==> src/rtl/modbus_pkg.sv <==
// Shared definitions for the Modbus RTU CRC engine: FSM states, CRC constants
// and the generate/check mode encodings.
package modbus_pkg;

    typedef enum logic [1:0] {
        IDLE   = 2'd0,
        DATA   = 2'd1,
        APP_LO = 2'd2,
        APP_HI = 2'd3
    } state_e;

    localparam logic [15:0] MODBUS_CRC_POLY = 16'hA001;
    localparam logic [15:0] MODBUS_CRC_INIT = 16'hFFFF;

    localparam logic MODE_CHECK = 1'b0;
    localparam logic MODE_GEN   = 1'b1;

endpackage

==> src/rtl/crc16_byte_update.sv <==
// One-byte step of a reflected (LSB-first) CRC-16: eight shift/xor steps
// unrolled into a single combinational stage.
module crc16_byte_update #(
    parameter logic [15:0] POLY = 16'hA001
) (
    input  logic [15:0] crc_in,
    input  logic [7:0]  data_byte,
    output logic [15:0] crc_out
);

    logic [15:0] c;

    always_comb begin
        c = crc_in ^ {8'h00, data_byte};
        for (int i = 0; i < 8; i++) begin
            c = c[0] ? ((c >> 1) ^ POLY) : (c >> 1);
        end
        crc_out = c;
    end

endmodule

==> src/rtl/modbus_crc_engine.sv <==
// Streaming Modbus RTU CRC engine: in generate mode appends the CRC to a frame,
// in check mode passes the frame through and reports whether the residue is zero.
module modbus_crc_engine
    import modbus_pkg::*;
#(
    parameter int          MAX_LEN  = 256,
    parameter logic [15:0] CRC_POLY = MODBUS_CRC_POLY,
    parameter logic [15:0] CRC_INIT = MODBUS_CRC_INIT,
    localparam int         LEN_W    = $clog2(MAX_LEN + 1)
) (
    input  logic             clk,
    input  logic             rst,
    input  logic             mode_gen,
    input  logic [7:0]       s_data,
    input  logic             s_valid,
    input  logic             s_last,
    output logic             s_ready,
    output logic [7:0]       m_data,
    output logic             m_valid,
    output logic             m_last,
    input  logic             m_ready,
    output logic             done,
    output logic             crc_ok,
    output logic             len_err,
    output logic [LEN_W-1:0] frame_len,
    output logic [15:0]      crc_value
);

    localparam logic [LEN_W-1:0] LEN_MAX = LEN_W'(MAX_LEN);

    state_e           state;
    logic             mode;
    logic [15:0]      crc;
    logic [LEN_W-1:0] len;
    logic             over;
    logic             hi_sent;

    logic             first;
    logic             frame_mode;
    logic             out_free;
    logic             accept;
    logic [15:0]      crc_base;
    logic [15:0]      crc_next;
    logic [LEN_W-1:0] len_next;
    logic             over_next;
    logic             chk_err;
    logic             gen_err;

    // Handshake: a byte moves on any edge where valid && ready; the single
    // output register may be reloaded in the same cycle it is drained.
    assign out_free   = !m_valid || m_ready;
    assign s_ready    = ((state == IDLE) || (state == DATA)) && out_free;
    assign accept     = s_valid && s_ready;
    assign first      = (state == IDLE);
    assign frame_mode = first ? mode_gen : mode;
    assign crc_base   = first ? CRC_INIT : crc;

    assign len_next  = first ? LEN_W'(1) : ((len == LEN_MAX) ? len : len + 1'b1);
    assign over_next = !first && (over || (len == LEN_MAX));
    assign chk_err   = over_next || (int'(len_next) < 4);
    assign gen_err   = over || (int'(len) > MAX_LEN - 2);

    crc16_byte_update #(.POLY(CRC_POLY)) u_crc (
        .crc_in    (crc_base),
        .data_byte (s_data),
        .crc_out   (crc_next)
    );

    always_ff @(posedge clk) begin
        if (rst) begin
            state     <= IDLE;
            mode      <= MODE_CHECK;
            crc       <= CRC_INIT;
            len       <= '0;
            over      <= 1'b0;
            hi_sent   <= 1'b0;
            m_valid   <= 1'b0;
            m_data    <= 8'h00;
            m_last    <= 1'b0;
            done      <= 1'b0;
            crc_ok    <= 1'b0;
            len_err   <= 1'b0;
            frame_len <= '0;
            crc_value <= 16'h0000;
        end else begin
            done <= 1'b0;
            if (m_valid && m_ready) m_valid <= 1'b0;
            case (state)
                IDLE, DATA: begin
                    if (accept) begin
                        mode    <= frame_mode;
                        crc     <= crc_next;
                        len     <= len_next;
                        over    <= over_next;
                        m_data  <= s_data;
                        m_valid <= 1'b1;
                        m_last  <= (frame_mode == MODE_CHECK) && s_last;
                        if (!s_last) begin
                            state <= DATA;
                        end else if (frame_mode == MODE_GEN) begin
                            state <= APP_LO;
                        end else begin
                            state     <= IDLE;
                            done      <= 1'b1;
                            frame_len <= len_next;
                            crc_value <= crc_next;
                            len_err   <= chk_err;
                            crc_ok    <= (crc_next == 16'h0000) && !chk_err;
                        end
                    end
                end
                APP_LO: begin
                    hi_sent <= 1'b0;
                    if (out_free) begin
                        m_data  <= crc[7:0];
                        m_valid <= 1'b1;
                        m_last  <= 1'b0;
                        state   <= APP_HI;
                    end
                end
                APP_HI: begin
                    // First load the high CRC byte, then wait for it to drain.
                    if (!hi_sent) begin
                        if (out_free) begin
                            m_data  <= crc[15:8];
                            m_valid <= 1'b1;
                            m_last  <= 1'b1;
                            hi_sent <= 1'b1;
                        end
                    end else if (m_ready) begin
                        state     <= IDLE;
                        done      <= 1'b1;
                        frame_len <= len;
                        crc_value <= crc;
                        len_err   <= gen_err;
                        crc_ok    <= !gen_err;
                    end
                end
                default: state <= IDLE;
            endcase
        end
    end

endmodule

==> config.mk <==
export PLATFORM = sky130hd
export DESIGN_NAME = modbus_crc_engine
export DESIGN_NICKNAME = d
export VERILOG_FILES = /design/src/rtl/modbus_pkg.sv /design/src/rtl/crc16_byte_update.sv /design/src/rtl/modbus_crc_engine.sv
export SDC_FILE = /design/constraint.sdc
export NUM_CORES = 1
export LEC_CHECK = 0
export CORE_MARGIN = 2
export CORE_UTILIZATION = 30
export DETAILED_ROUTE_END_ITERATION = 6
export HOLD_SLACK_MARGIN = 0.02
export PLACE_DENSITY_LB_ADDON = 0.25
export RECOVER_POWER = 100
export SLEW_MARGIN = 30
export SYNTH_ARGS = -nofsm -noshare
export SYNTH_HDL_FRONTEND = slang
export SYNTH_HIERARCHICAL = 1
export SYNTH_SLANG_ARGS = --single-unit
==> constraint.sdc <==
create_clock -name clk -period 3.88 [get_ports clk]
set_clock_uncertainty 0.15 [all_clocks]
set_input_delay 0.776 -clock clk [delete_from_list [all_inputs] [get_ports clk]]
set_output_delay 0.776 -clock clk [all_outputs]
set_load 0.01 [all_outputs]
==> results.toml, run 1 <==
[status]
status = "finished with violations"
violations = "capacitance limit, slew limit"

[detailed_routing]
drt_wl_total_mm = 10.3
antenna_left = 0
drc = 0
first_pass_iters = 5
drt_iter0_drc = 200
vias_per_cell = 5.13
vias = 3391
wl_per_cell_um = 15.6

[synthesis]
synth-seq-cells = 68
synth_warnings = 6
syn_area_per_cell_um2 = 8.40
synth_fa_ha_area_frac = 0.00965
synthDistinctLibCells = 60
synth_compound_area_frac = 0.199
syn_inst = 463
synth_mux_area_frac = 0.0421
synth_top_family_by_area = "simple AND/OR/NAND/NOR gates"
synth_edf_count = 0
synthSimpleGateAreaFrac = 0.253
synth-xor-area-share = 0.0550
yosysSeqAreaShare = 0.350
netlist_area_mm2 = 0.00389
synth_flop_cell = "dfxtp_1"
synth_nets = 480
async_flop_share = 0

[clocking]
cts.repair.resized = 0
clk_latency_ns = 0.33
cts_max_path_buffers = 2
postCtsSetupBuffers = 0
ctsHoldBuffers = 0
h-tree-depth = 3
cts.clk_slew.worst_paths_ns = 0.05
tritoncts = "yes"
cts_buffers = 9
clock_sinks = 68
cts-root-buf = "clkbuf_16"

[placement]
dpl.hpwl_mm = 7.05
postPlaceCellArea_mm2 = 0.00433
place.gp.congestion = 0.831
portBuffers = 52
dp.cells = 645

[sta]
hold_viol_final = 0
period_share = 0.894
slew_violations = 44
fmax_mhz = 288
setup-violations-final = 0
slew_headroom = -0.254
finalSetupTns_ns = 0
layout_min_cycle_time_ns = 3.47
rsz0062_at_grt = "false"
worst_pin_slew_ns = 1.88

[critical_path]
critPathKind = "input pin to register"
worst-path-max-fanout = 4
worst-r2r-cell-count = 9
r2r-start = "state[0]$_SDFFE_PP0P_"
crit_arrival_ns = 3.55
r2r_end = "crc_ok$_SDFFE_PP0P_"
start_kind = "input pin"
critPathRequiredTime_ns = 3.96
ff2ff_setup_slack_ns = 0.58
worstSetupStartpoint = "s_data[2]"
setup.worst_path.end_class = "register"

[floorplan]
die_area_mm2 = 0.0139
coreArea_mm2 = 0.0126
die_h_um = 118
pin_count = 53
num_rows = 41
die_w_um = 118
initial_core_util = 0.308

[flow_run]
drv_cap = 1

[cells_and_area]
antenna_cells = 0
drive_above_1_share = 0.0634
fillers = 1349
fin_area_mm2 = 0.00460
areaGrowthSynthToFinish_pct = 18.3
layout.nets = 501
layoutNonFillerInstCount = 661

[worst_hold_path]
hp-start = "frame_len[1]$_SDFFE_PP0P_"
min_to = "frame_len[1]$_SDFFE_PP0P_"
hold_path_depth = 2
hp-class = "register to register"

[global_route]
track_usage = 0.153
antenna_found_initial = 0
overflow = 0
grt_max_degree = 45
grt_pass1_wl_mm = 17.3
first_global_vias = 3312

[pwr]
ir_drop_mv = 0.160
total_leakage_power_nw = 1.76
p_total_w = 0.00203
p_per_area_mw_per_mm2 = 442
-- registers in the layout, summed over array words and instances, names as in the netlist, 2 cells and up --
name       count
crc_value     16
len            9
crc           16
frame_len      9
state          2
m_data         8
-- stage by stage --
| step | utilization | hold slack (ns) | worst slack [ns] |
|---|---|---|---|
| after global placement | 0.343 | 0.297 | 0.222 |
| after detailed placement | 0.343 | 0.298 | 0.0889 |
| after floorplan | - | 0.320 | 0.732 |
| final | 0.364 | 0.298 | 0.412 |
| after CTS | 0.367 | 0.306 | 0.451 |
| after global routing | 0.364 | 0.359 | 0.316 |
-- how the worst max path moves through the flow --
| stage | slack [ns] | depth (start not counted) | to |
|---|---|---|---|
| floorplan | 0.73 | 12 | crc_ok$_SDFFE_PP0P_ |
| global placement | 0.22 | 8 | crc_ok$_SDFFE_PP0P_ |
| detailed placement | 0.09 | 8 | crc_ok$_SDFFE_PP0P_ |
| CTS | 0.45 | 8 | crc_ok$_SDFFE_PP0P_ |
| global route | 0.32 | 8 | crc_ok$_SDFFE_PP0P_ |
| finish | 0.41 | 8 | crc_ok$_SDFFE_PP0P_ |
-- report_power, final --
part	internal (W)	leakage (nW)	switching (W)
Sequential	0.000750	0.558	0.0000407
Combinational	0.000190	1.06	0.000241
Clock	0.000514	0.147	0.000295
-- placed cells by master, fill, tap and decap left out, types with 5 or more instances in the layout --
cell             count
a211o_1             17
a211oi_1            11
a21oi_1             25
a311oi_1            20
clkbuf_16            9
clkdlybuf4s50_1     11
dfxtp_1             68
dlygate4sd3_1       40
mux2i_1             15
nand2_1             49
nand2b_1            17
nand3_1             10
nor2_1              64
nor2b_1             19
nor4_1               6
o21ai_0             13
xnor2_1             14
xor2_1               5
-- logic make-up after synthesis --
logic type | count (synthesis)
AND/OR/NAND/NOR | 197
AO/OA/AOI/OAI | 106
flip-flops | 68
buffers and inverters | 52
XOR/XNOR | 21
multiplexers | 16
adder cells (fa/ha/maj) | 3
-- worst max-delay path, stage by stage --
cell,delay [ns]
clkdlybuf4s50_1,0.44
xnor2_1,0.35
xnor2_1,0.27
xor3_1,0.57
xnor3_1,0.41
nor4_1,0.30
a41oi_1,0.20
o41ai_2,0.23
-- synth_stat cells, drive strengths merged (3+ instances only) --
master	instances	area [um^2]
a2111oi	3	26.3
a211o	17	149
a211oi	11	82.6
a21oi	25	125
a311oi	20	175
and3	3	20.0
buf	25	190
clkbuf	24	151
dfxtp	68	1360
ha	3	37.5
inv	3	11.3
mux2i	16	164
nand2	50	190
nand2b	17	106
nand3	10	50.1
nand3b	4	30.0
nand4	3	18.8
nor2	65	251
nor2b	19	119
nor4	6	37.5
o21ai	14	70.1
or4	3	26.3
xnor2	14	123
xor2	5	43.8
-- layout make-up --
class	instances	area, um^2	share of cell area
Inverter	3	11.3	0.00245
Sequential cell	68	1360	0.296
Clock inverter	4	48.8	0.0106
Tap cell	172	215	0.0468
Multi-Input combinational cell	343	2160	0.469
Clock buffer	12	246	0.0536
Timing Repair Buffer	59	558	0.121
-- metal layers --
| metal | up-vias | routed length [um] | GRT usage |
|---|---|---|---|
| li1 | 1688 | - | - |
| met1 | 1575 | 5170 | 0.218 |
| met2 | 118 | 4400 | 0.226 |
| met3 | 10 | 568 | 0.0247 |
| met4 | 0 | 158 | 0.0708 |
| met5 | - | 0 | 0 |
No activity file was read; power rests on OpenSTA's default activity.
==> inputs of run 2 (changes only) <==
==> constraint.sdc (replaced) <==
create_clock -name clk -period 3.8 [get_ports clk]
set_clock_uncertainty 0.15 [all_clocks]
set_input_delay 0.76 -clock clk [delete_from_list [all_inputs] [get_ports clk]]
set_output_delay 0.76 -clock clk [all_outputs]
set_load 0.01 [all_outputs]
==> results.toml, run 2 (same netlist as run 1, synthesis figures left out) <==
[detailed_routing]
antenna_left = 0
first_pass_iters = 4
drt_iter0_drc = 165
wl_per_cell_um = 15.8
vias = 3459
drc = 0
vias_per_cell = 5.23
drt_wl_total_mm = 10.5

[clocking]
cts_max_path_buffers = 2
cts_buffers = 9
tritoncts = "yes"
cts.clk_slew.worst_paths_ns = 0.06
clock_sinks = 68
cts-root-buf = "clkbuf_16"
ctsHoldBuffers = 0
h-tree-depth = 3
clk_latency_ns = 0.34
cts.repair.resized = 0
postCtsSetupBuffers = 0

[global_route]
track_usage = 0.154
first_global_vias = 3175
grt_max_degree = 45
grt_use_met3 = 0.0271
busiest_layer = "met1"
antenna_found_initial = 0
met2_usage = 0.214
use_met1 = 0.225
overflow = 0
grt_pass1_wl_mm = 17.1

[placement]
dpl.hpwl_mm = 7.03
dp.cells = 646
place.gp.congestion = 0.835
portBuffers = 52

[pwr]
pwr-share-clk = 0.399
internal_power_w = 0.00147
p_per_area_mw_per_mm2 = 453
swShare = 0.295
ir_drop_mv = 0.201
netSwitchingPower_w = 0.000616
p_comb_frac = 0.214
total_leakage_power_nw = 1.77
pwr-share-seq = 0.386

[critical_path]
critPathKind = "input pin to register"
r2r_end = "crc_ok$_SDFFE_PP0P_"
start_kind = "input pin"
setup.worst_path.end_class = "register"
critPathRequiredTime_ns = 3.89
worst-r2r-cell-count = 9
worst-path-max-fanout = 3
r2r-start = "state[0]$_SDFFE_PP0P_"
ff2ff_setup_slack_ns = 0.65
crit_arrival_ns = 3.38

[sta]
worst_pin_slew_ns = 1.11
setup-violations-final = 0
layout_min_cycle_time_ns = 3.29
slew_headroom = 0.257
hold_viol_final = 0
rsz0062_at_grt = "false"
period_share = 0.865
finalSetupTns_ns = 0
holdWs_ns = 0.303
fmax_mhz = 304
slew_violations = 0

[floorplan]
num_rows = 41
coreArea_mm2 = 0.0126
initial_core_util = 0.308
die_w_um = 118
die_area_mm2 = 0.0139
die_h_um = 118
pin_count = 53

[worst_hold_path]
min_to = "frame_len[1]$_SDFFE_PP0P_"
hold_path_depth = 2
hp-start = "frame_len[1]$_SDFFE_PP0P_"
hp-class = "register to register"

[cells_and_area]
reg_top3 = "crc: 16 flops, crc_value: 16 flops"
final_common_cell = "dfxtp_1"
areaGrowthSynthToFinish_pct = 18.5
layout.nets = 502
drive_above_1_share = 0.0694
final_cell_mix = "dfxtp_1 (68), nor2_1 (64), nand2_1 (49)"
antenna_cells = 0
layoutNonFillerInstCount = 662

[flow_run]
drv_cap = 0

[status]
status = "finished clean"
==> run 2: worst max path at each step <==
| stage | start | end | depth (start not counted) |
|---|---|---|---|
| finish | s_data[2] | crc_ok$_SDFFE_PP0P_ | 8 |
| global route | s_data[2] | crc_ok$_SDFFE_PP0P_ | 8 |
| global placement | s_data[2] | crc_ok$_SDFFE_PP0P_ | 8 |
| detailed placement | s_data[2] | crc_ok$_SDFFE_PP0P_ | 8 |
| CTS | s_data[3] | crc_ok$_SDFFE_PP0P_ | 8 |
| floorplan | state[0]$_SDFFE_PP0P_ | crc_ok$_SDFFE_PP0P_ | 12 |
==> run 2: worst max-delay path: stages <==
cell and delay (ns):
clkdlybuf4s50_1 0.43, xnor2_1 0.37, xnor2_1 0.20, xor3_1 0.53, xnor3_1 0.42, nor4_1 0.29
a41oi_1 0.17, o41ai_2 0.20
==> run 2: per-layer routing <==
metal	share of wire	vias up
met5	0	-
met4	0.024	0
met3	0.045	16
met2	0.42	95
met1	0.51	1668
li1	-	1680
==> run 2: cell type report <==
cell class | count | area [um^2]
clock buffers | 10 | 229
clock inverters | 6 | 63.8
fillers | 1351 | 8010
inverters | 3 | 11.3
multi-input cells | 343 | 2160
flip-flops and latches | 68 | 1360
well taps | 172 | 215
repair buffers | 60 | 571
==> run 2: per-stage QoR <==
stage / total power, W / util / instance area, um^2 / worst slack (ns)
after global placement: 0.00128 / 0.344 / 4340 / 0.233
after floorplan: 0.00114 / - / 3890 / 0.652
after detailed placement: 0.00128 / 0.344 / 4340 / 0.183
final: 0.00209 / 0.365 / 4610 / 0.512
after global routing: 0.00219 / 0.365 / 4610 / 0.345
after CTS: 0.00212 / 0.367 / 4630 / 0.529
==> run 2: power groups by stage <==
stage / Combinational (W) / Clock (W) / Sequential (W)
after detailed placement: 0.000459 / 0 / 0.000822
after CTS: 0.000462 / 0.000851 / 0.000808
after floorplan: 0.000321 / 0 / 0.000821
after global routing: 0.000489 / 0.000888 / 0.000813
final: 0.000447 / 0.000833 / 0.000806
after global placement: 0.000457 / 0 / 0.000821
==> inputs of run 3 (changes only) <==
--- a/config.mk
+++ b/config.mk
@@ -14,5 +14,4 @@
 export SLEW_MARGIN = 30
 export SYNTH_ARGS = -nofsm -noshare
 export SYNTH_HDL_FRONTEND = slang
-export SYNTH_HIERARCHICAL = 1
 export SYNTH_SLANG_ARGS = --single-unit
==> results.toml, run 3 <==
[sta]
layout_min_cycle_time_ns = 3.54
slew_violations = 0
hold_viol_final = 0
setup-violations-final = 0
slew_headroom = 0.441
worst_pin_slew_ns = 0.838
rsz0062_at_grt = "false"
holdWs_ns = 0.303
fmax_mhz = 283
period_share = 0.931

[worst_hold_path]
hp-class = "register to register"
hp-start = "crc_value[3]$_SDFFE_PP0P_"

[critical_path]
ff2ff_setup_slack_ns = 0.52
crit_arrival_ns = 3.66
r2r-start = "state[0]$_SDFFE_PP0P_"
critPathKind = "input pin to register"
slowest_stage = "clkdlybuf4s50_1"
cpMostUsedCell = "xnor2_1"
crit_chain = "clkdlybuf4s50_1, xnor2_1, o21ai_1, nand2_1, xnor3_1, xnor2_1, ha_1, xnor2_1, and4_1, nand4_1, nor4_1, o2bb2ai_1"
worst-path-max-fanout = 4
slowest_delay_ns = 0.53
critPathRequiredTime_ns = 3.92
worstSetupStartpoint = "s_data[0]"
start_kind = "input pin"
setup.worst_path.end_class = "register"

[flow_run]
drv_cap = 0

[floorplan]
initial_core_util = 0.304
die_w_um = 119
pin_count = 53
die_h_um = 119
die_area_mm2 = 0.0143
coreArea_mm2 = 0.0131
num_rows = 42

[clocking]
clock_sinks = 68
cts-root-buf = "clkbuf_16"
cts_max_path_buffers = 2
cts.clk_slew.worst_paths_ns = 0.05
clk_latency_ns = 0.34
ctsHoldBuffers = 0
postCtsSetupBuffers = 0
tritoncts = "yes"
cts.repair.resized = 0
h-tree-depth = 3
cts_buffers = 9

[detailed_routing]
drt_iter0_drc = 269
first_pass_iters = 5
antenna_left = 0
vias = 3778
wl_per_cell_um = 16.3
vias_per_cell = 5.26
drc = 0
drt_wl_total_mm = 11.7

[synthesis]
synth.most_common_cell = "dfxtp_1"
syn_area_per_cell_um2 = 7.97
synthDominantCellAreaShare = 0.341
synth_flop_cell = "dfxtp_1"
ys_top_cells_by_area = "dfxtp_1 (34%), nor2_1 (6.2%), nand2_1 (6.0%)"
netlist_area_mm2 = 0.00399
synth_nets = 519
synth_commonest_cells = "dfxtp_1 (68), nor2_1 (66), nand2_1 (64)"
yosysSeqAreaShare = 0.341
synth_warnings = 0
syn_inst = 501
synth-seq-cells = 68
async_flop_share = 0
synth_edf_count = 0
synthDistinctLibCells = 62
yosys.area.top_type = "dfxtp_1"

[pwr]
total_leakage_power_nw = 1.79
p_per_area_mw_per_mm2 = 475
ir_drop_mv = 0.195

[placement]
portBuffers = 52
dp.cells = 703
dpl.hpwl_mm = 8.32
place.gp.congestion = 0.907

[global_route]
track_usage = 0.169
first_global_vias = 3565
grt_max_degree = 53
grt_pass1_wl_mm = 18.9
overflow = 0
antenna_found_initial = 0

[cells_and_area]
final_cell_mix = "dfxtp_1 (68), nor2_1 (66), nand2_1 (64)"
regArea_mm2 = 0.00136
final_common_cell = "dfxtp_1"
multi_input_area_mm2 = 0.00237
areaGrowthSynthToFinish_pct = 23.4
drive_above_1_share = 0.0886
fillers = 1392
layoutNonFillerInstCount = 718
layout.nets = 556
reg_top3 = "crc: 16 flops, crc_value: 16 flops"
fin_util = 0.375
antenna_cells = 0

[status]
status = "finished clean"
==> run 3: cell types whose count changed after synthesis, moves of 14 or more <==
cell	before	now
nand2b_1	17	2
o211ai_1	2	17
nor3_1	2	16
nor2b_1	19	1
nand2_1	49	64
a211o_1	17	1
==> run 3: cells by family after synthesis <==
family                     count (synthesis)  share of synthesized area
muxes                                     16                     0.0401
DFF                                       68                      0.341
and+or+nand+nor                          193                      0.223
AOI/OAI and AO/OA                        130                      0.225
adders and majority gates                  5                     0.0150
xor gates and xnor gates                  38                     0.0943
buffers and inverters                     51                     0.0611
==> run 3: final cells by class <==
type                       count  share of cell area
timing repair buffer          72               0.131
clock buffer                  15              0.0624
inverter                       5             0.00381
multi-input combinational    382               0.482
sequential                    68               0.276
tap                          176              0.0447
==> run 3: worst paths after layout <==
path,end,cells after the start
setup / recovery,crc_ok$_SDFFE_PP0P_,12
hold / removal,crc_value[3]$_SDFFE_PP0P_,2
setup reg to reg,crc_value[8]$_SDFFE_PP0P_,9
hold reg to reg,crc_value[3]$_SDFFE_PP0P_,2
==> run 3: metal layers <==
| metal | up-vias | global-route usage | share of wire |
|---|---|---|---|
| met4 | 0 | 0.0529 | 0.0086 |
| met1 | 1796 | 0.218 | 0.45 |
| li1 | 1861 | - | - |
| met5 | - | 0 | 0 |
| met3 | 8 | 0.0417 | 0.049 |
| met2 | 113 | 0.279 | 0.49 |
==> run 3: metrics by stage <==
step / setup WS, ns / setup TNS (ns) / cell area, um^2 / power (W)
2_1_floorplan: 0.643 / 0 / 3990 / 0.00130
3_3_place_gp: 0.0939 / 0 / 4660 / 0.00153
3_5_place_dp: -0.0135 / -0.0135 / 4660 / 0.00154
4_1_cts: 0.302 / 0 / 4960 / 0.00240
5_1_grt: 0.0654 / 0 / 4930 / 0.00247
6_report: 0.263 / 0 / 4930 / 0.00234
==> run 3: worst max-delay path: cells and delay by family <==
kind | cells | cell delay (ns)
compound gates | 2 | 0.31
xor+xnor | 4 | 1.07
fa+ha+maj | 1 | 0.33
buf+inv | 1 | 0.53
simple gates | 4 | 0.65
==> run 3: power by group <==
part           internal (W)  total (W)  switching (W)
Sequential         0.000784   0.000865      0.0000806
Clock              0.000545   0.000842       0.000297
Combinational      0.000276   0.000637       0.000362
